===== src/rtl/load_store_unit.sv =====
`default_nettype none
// ============================================================================
// Module      : load_store_unit
// Description : Load/store unit between a pipeline request port and a
//               word-wide data memory. Supports LW/LH/LHU/LB/LBU/SW/SH/SB.
//               Sub-word stores are done as read-modify-write. Misaligned or
//               out-of-range requests are answered with an error and never
//               touch memory.
// Ports       : clk/rst_n                   clock, async active-low reset
//               req_valid/req_ready         request handshake (ready in IDLE)
//               req_op/req_addr/req_wdata   request op code, byte addr, data
//               resp_valid/rdata/err        one-cycle response pulse + result
//               mem_addr/wdata/read/write   word-wide memory interface
//               mem_rdata                   memory read word (little-endian)
// Revision    : 1.0 - initial release
// ============================================================================
module load_store_unit #(
    parameter logic [31:0] DATA_LIMIT = 32'h0000_3000
) (
    input  logic        clk,
    input  logic        rst_n,
    input  logic        req_valid,
    output logic        req_ready,
    input  logic [2:0]  req_op,
    input  logic [31:0] req_addr,
    input  logic [31:0] req_wdata,
    output logic        resp_valid,
    output logic [31:0] resp_rdata,
    output logic        resp_err,
    output logic [31:0] mem_addr,
    output logic [31:0] mem_wdata,
    output logic        mem_read,
    output logic        mem_write,
    input  logic [31:0] mem_rdata
);

    localparam logic [2:0] OP_LW  = 3'd0;
    localparam logic [2:0] OP_LH  = 3'd1;
    localparam logic [2:0] OP_LHU = 3'd2;
    localparam logic [2:0] OP_LB  = 3'd3;
    localparam logic [2:0] OP_LBU = 3'd4;
    localparam logic [2:0] OP_SW  = 3'd5;
    localparam logic [2:0] OP_SH  = 3'd6;
    localparam logic [2:0] OP_SB  = 3'd7;

    typedef enum logic [2:0] {
        ST_IDLE  = 3'd0,
        ST_RD1   = 3'd1,
        ST_RD2   = 3'd2,
        ST_WR    = 3'd3,
        ST_WHOLD = 3'd4,
        ST_RESP  = 3'd5
    } state_t;

    state_t      state_q, state_d;
    logic [2:0]  op_q;
    logic [1:0]  lane_q;         // byte lane of the accepted address
    logic [15:0] wdata_q;        // only the sub-word part is needed for RMW
    logic [31:0] mem_addr_q;
    logic [31:0] mem_wdata_q;
    logic [31:0] resp_rdata_q;
    logic        resp_err_q;

    logic        accept;
    logic        req_err;
    logic        op_is_load;
    logic [7:0]  ld_byte;
    logic [15:0] ld_half;
    logic [31:0] ld_data;
    logic [31:0] merged;

    assign accept     = (state_q == ST_IDLE) && req_valid;
    assign op_is_load = (op_q <= OP_LBU);

    // Alignment and range check on the live request; only consumed at acceptance.
    always_comb begin
        req_err = 1'b0;
        case (req_op)
            OP_LW, OP_SW:         req_err = (req_addr[1:0] != 2'b00);
            OP_LH, OP_LHU, OP_SH: req_err = req_addr[0];
            default:              req_err = 1'b0;
        endcase
        if (req_addr > (DATA_LIMIT - 32'd4)) begin
            req_err = 1'b1;
        end
    end

    // Lane extraction / extension of the word returned by memory.
    always_comb begin
        ld_byte = mem_rdata[{lane_q, 3'b000} +: 8];
        ld_half = lane_q[1] ? mem_rdata[31:16] : mem_rdata[15:0];
        case (op_q)
            OP_LB:   ld_data = {{24{ld_byte[7]}}, ld_byte};
            OP_LBU:  ld_data = {24'h0, ld_byte};
            OP_LH:   ld_data = {{16{ld_half[15]}}, ld_half};
            OP_LHU:  ld_data = {16'h0, ld_half};
            default: ld_data = mem_rdata;
        endcase
    end

    // Merge of the new byte/halfword into the word read during RMW.
    always_comb begin
        merged = mem_rdata;
        if (op_q == OP_SB) begin
            merged[{lane_q, 3'b000} +: 8] = wdata_q[7:0];
        end else begin
            merged[{lane_q[1], 4'b0000} +: 16] = wdata_q;
        end
    end

    // Next-state logic.
    always_comb begin
        state_d = state_q;
        case (state_q)
            ST_IDLE: begin
                if (req_valid) begin
                    if (req_err)              state_d = ST_RESP;
                    else if (req_op == OP_SW) state_d = ST_WR;
                    else                      state_d = ST_RD1;
                end
            end
            ST_RD1:   state_d = ST_RD2;
            ST_RD2:   state_d = op_is_load ? ST_RESP : ST_WR;
            ST_WR:    state_d = ST_WHOLD;
            ST_WHOLD: state_d = ST_RESP;
            ST_RESP:  state_d = ST_IDLE;
            default:  state_d = ST_IDLE;
        endcase
    end

    always_ff @(posedge clk or negedge rst_n) begin
        if (!rst_n) begin
            state_q <= ST_IDLE;
        end else begin
            state_q <= state_d;
        end
    end

    // Request latch, memory address/data registers and response registers.
    always_ff @(posedge clk or negedge rst_n) begin
        if (!rst_n) begin
            op_q         <= OP_LW;
            lane_q       <= 2'b00;
            wdata_q      <= 16'h0;
            mem_addr_q   <= 32'h0;
            mem_wdata_q  <= 32'h0;
            resp_rdata_q <= 32'h0;
            resp_err_q   <= 1'b0;
        end else begin
            if (accept) begin
                op_q       <= req_op;
                lane_q     <= req_addr[1:0];
                wdata_q    <= req_wdata[15:0];
                mem_addr_q <= {req_addr[31:2], 2'b00};
                if ((req_op == OP_SW) && !req_err) begin
                    mem_wdata_q <= req_wdata;
                end
                if (req_err) begin
                    resp_rdata_q <= 32'h0;
                    resp_err_q   <= 1'b1;
                end
            end
            if (state_q == ST_RD2) begin
                if (op_is_load) begin
                    resp_rdata_q <= ld_data;
                    resp_err_q   <= 1'b0;
                end else begin
                    mem_wdata_q <= merged;
                end
            end
            // Every store passes through WHOLD on its way to RESP.
            if (state_q == ST_WHOLD) begin
                resp_rdata_q <= 32'h0;
                resp_err_q   <= 1'b0;
            end
        end
    end

    assign req_ready  = (state_q == ST_IDLE);
    assign resp_valid = (state_q == ST_RESP);
    assign resp_rdata = resp_rdata_q;
    assign resp_err   = resp_err_q;
    assign mem_addr   = mem_addr_q;
    assign mem_wdata  = mem_wdata_q;
    assign mem_read   = (state_q == ST_RD1) || (state_q == ST_RD2);
    assign mem_write  = (state_q == ST_WR);

endmodule
`default_nettype wire


===== config.mk =====
export PLATFORM = sky130hd
export DESIGN_NAME = load_store_unit
export DESIGN_NICKNAME = d
export VERILOG_FILES = /design/src/rtl/load_store_unit.sv
export SDC_FILE = /design/constraint.sdc
export NUM_CORES = 1
export LEC_CHECK = 0
export BUFFER_PORTS_ARGS = -buffer_cell sky130_fd_sc_hd__buf_2
export CAP_MARGIN = 0
export CORE_MARGIN = 5
export CORE_UTILIZATION = 51
export DETAILED_ROUTE_END_ITERATION = 7
export GPL_TIMING_DRIVEN = 0
export PLACE_DENSITY = 0.77
export SYNTH_ARGS = -nofsm -noshare
export SYNTH_HDL_FRONTEND = slang
export SYNTH_SLANG_ARGS = --single-unit

===== constraint.sdc =====
create_clock -name clk -period 2.83 [get_ports clk]
set_input_delay 0.283 -clock clk [delete_from_list [all_inputs] [get_ports clk]]
set_output_delay 0.283 -clock clk [all_outputs]
set_load 0.02 [all_outputs]

==> impl_metrics.py <==
metrics = {
    "detailed_routing": {
        "postRouteAntennaNets": 0,
        "vias": 6681,
        "drt_iter0_drc": 698,
        "drc_errors": 0,
        "totalWireLength_um": 21550,
        "vias_per_cell": 5.997,
        "post_drt_wl_per_cell_um": 19.34,
        "drt_first_pass_iters": 7,
    },
    "sta": {
        "worst_pin_slew_ps": 729.8,
        "post-route-min-period_ps": 2483,
        "setup_ws_ps": 346.9,
        "slew_violations": 0,
        "rsz0062_at_grt": "no",
        "hold_violations": 0,
        "fmax_ghz": 0.4027,
        "whs_ps": 68.96,
        "fin_tns_setup_ps": 0,
        "finalClockSkew_ps": 6.455,
        "fin_crit_sh_pct": 87.74,
        "finalSetupViolCount": 0,
        "slew_headroom_pct": 49.96,
    },
    "setup_path": {
        "crit_family": "simple AND/OR/NAND/NOR gates",
        "cp_num_buf_inv": 3,
        "crit_chain": "buf_2 -> inv_1 -> ha_1 -> and4b_1 -> and4b_1 -> buf_1 -> a222oi_1 -> and2_1 -> a31oi_1",
        "endpoint": "mem_wdata[30]",
        "cp-start-kind": "flop",
        "end_kind": "flop",
        "reg2regPathDepth": 9,
        "crit_start": "lane_q[1]",
        "critPathMostFrequentCell": "and4b_1",
        "crit_type": "reg2reg",
        "reg2reg_to": "mem_wdata[30]",
        "r2r_start": "lane_q[1]",
        "slowest_stage": "dfrtp_1",
        "cp.depth": 9,
        "rrSetupSlack_ps": 350,
        "critPathArrivalTime_ps": 2820,
        "required_ps": 3170,
        "crit_path_max_incr_delay_ps": 390,
        "crit_fanout": 10,
    },
    "cts": {
        "tritoncts": "done",
        "htreeDepth": 4,
        "numCtsBuffers": 17,
        "post_cts_buffers": 0,
        "cts-resized-gates": 0,
        "clockBufferDepth": 2,
        "cts_num_sinks": 119,
        "cts_root_buf": "clkbuf_16",
        "clk_pin_slew_ps": 60,
        "worstSkewPairLatency_ps": 410,
        "ctsHoldBuffers": 1,
    },
    "hold_path": {
        "hp-start": "req_addr[14]",
        "hp-class": "in2reg",
    },
    "global_routing": {
        "grtUsageTotal_pct": 29.04,
        "antenna_found_initial": 0,
        "grt_max_degree": 74,
        "grt_pass1_vias": 6408,
        "grt.overflow.total": 0,
        "grt_pass1_wl_um": 33190,
    },
    "layout": {
        "final_area_um2": 8088,
        "finalNetCount": 1041,
        "drive_gt1_share_pct": 29.28,
        "areaGrowthSynthToFinish_pct": 28.76,
        "layoutNonFillerInstCount": 1114,
        "final_util_pct": 67.05,
        "diodes": 0,
    },
    "die": {
        "dieArea_um2": 14640,
        "die_w_um": 121.0,
        "pin_count": 203,
        "dieHeight_um": 121.0,
        "std_cell_rows": 40,
        "coreArea_um2": 12060,
        "initial_utilization_pct": 52.07,
    },
    "logic_synthesis": {
        "ys_warn_count": 0,
        "synthFlopType": "dfrtp_1",
        "synthCells": 712,
        "synth_edf_count": 0,
        "syn-cell-area_um2": 6281,
        "ys_ff_latch": 119,
        "async_flop_share_pct": 100.0,
        "yosysSeqAreaShare_pct": 47.41,
        "avgSynthCellArea_um2": 8.822,
        "synth_cell_types": 60,
    },
    "placed_design": {
        "postPlaceCellArea_um2": 7530,
        "place_inst": 1082,
        "portBuffers": 200,
        "routabilityCongestion": 1.007,
        "place_hpwl_um": 16210,
        "pre_cts_ws_ps": 381.9,
    },
    "power_and_ir_drop": {
        "leakage_nw": 3.953,
        "peakVddDrop_v": 0.0005489,
        "total_power_mw": 9.498,
        "powerDensity_nw_per_um2": 1174,
    },
    "run_status": {
        "status": "completed",
    },
    "flow_run": {
        "cap_violations": 0,
    },
}
how the worst min path moves through the flow:
| stage | end | cells after the start |
|---|---|---|
| after floorplan | lane_q[0] | 0 |
| after detailed placement | resp_err | 1 |
| after global routing | mem_addr[27] | 3 |
| final | mem_addr[14] | 3 |
| after global placement | mem_addr[20] | 2 |
| after CTS | mem_addr[14] | 3 |
cell usage after synthesis, types with 2 or more instances:
master / count / area, um^2
a211oi_1: 24 / 180.2
a21o_1: 2 / 15.01
a21oi_1: 23 / 115.1
a221o_1: 7 / 70.07
a221oi_1: 25 / 219.0
a31oi_1: 17 / 106.4
and2_1: 3 / 18.77
and3_1: 2 / 12.51
and3b_1: 3 / 26.28
and4_1: 3 / 26.28
and4b_1: 2 / 20.02
buf_1: 9 / 33.78
buf_2: 21 / 105.1
buf_4: 8 / 60.06
clkbuf_1: 20 / 75.07
dfrtp_1: 119 / 2978
ha_1: 5 / 62.56
inv_1: 4 / 15.01
mux2i_1: 9 / 90.09
nand2_1: 187 / 701.9
nand2b_1: 7 / 43.79
nand3_1: 20 / 100.1
nand4_1: 4 / 25.02
nor2_1: 22 / 82.58
nor2_2: 3 / 18.77
nor2b_1: 3 / 18.77
nor3_1: 13 / 65.06
nor3b_1: 2 / 15.01
nor4_1: 19 / 118.9
o21a_1: 3 / 22.52
o21ai_0: 54 / 270.3
o21ai_1: 20 / 100.1
o221ai_1: 8 / 70.07
o22a_1: 7 / 61.31
o22ai_1: 7 / 43.79
or2_2: 2 / 12.51
xor2_1: 2 / 17.52
area by class of cell:
type / count / area (um^2)
fill: 1060 / 3974
multi-input combinational: 531 / 3007
sequential: 119 / 2978
timing repair buffer: 202 / 1045
clock buffer: 19 / 442.9
buffer: 59 / 285.3
tap: 168 / 210.2
clock inverter: 12 / 105.1
inverter: 4 / 15.01
registers in the layout (all words and copies together) (netlist names):
| name | cells |
|---|---|
| mem_wdata | 32 |
| resp_rdata | 32 |
| mem_addr | 30 |
| wdata_q | 16 |
| op_q | 3 |
| state_q | 3 |
| lane_q | 2 |
| resp_err | 1 |
placed cells by master (no fill, tap or decap), drive strengths merged, types with 4 or more instances in the layout:
master / n
a211oi: 25
a21oi: 24
a221o: 7
a221oi: 25
a31oi: 18
buf: 240
clkbuf: 39
clkinv: 5
clkinvlp: 5
dfrtp: 119
ha: 5
inv: 5
mux2i: 10
nand2: 187
nand2b: 8
nand3: 20
nand4: 4
nor2: 25
nor3: 13
nor4: 20
o21ai: 74
o221ai: 8
o22a: 7
o22ai: 7
power by group:
group | switching [mW] | internal (mW) | total [mW]
clock network | 0.801 | 1.22 | 2.02
logic | 2.97 | 1.47 | 4.43
registers | 0.548 | 2.49 | 3.04
total | 4.31 | 5.18 | 9.50
layer usage:
layer | routed length (um) | global-route usage, % | part of all wire, %
met3 | 2227 | 7.879 | 10
met5 | 0 | 0 | 0
met4 | 769 | 11.33 | 3.6
met2 | 9787 | 45.33 | 45
met1 | 8761 | 38.56 | 41
tightest hold or removal path: stages:
cell	delay [ps]
buf_2	80
nand2_1	40
nand2_1	40
cell families after synthesis:
| kind of cell | count (synthesis) | synth area share (%) |
|---|---|---|
| XOR/XNOR | 3 | 0.4184 |
| AO/OA/AOI/OAI | 205 | 21.53 |
| buffers and inverters | 63 | 4.781 |
| adder cells (fa/ha/maj) | 5 | 0.9960 |
| flip-flops | 119 | 47.41 |
| AND/OR/NAND/NOR | 303 | 22.37 |
| multiplexers | 13 | 2.430 |
| other | 1 | 0.05970 |
(Power assumes the default switching activity.)
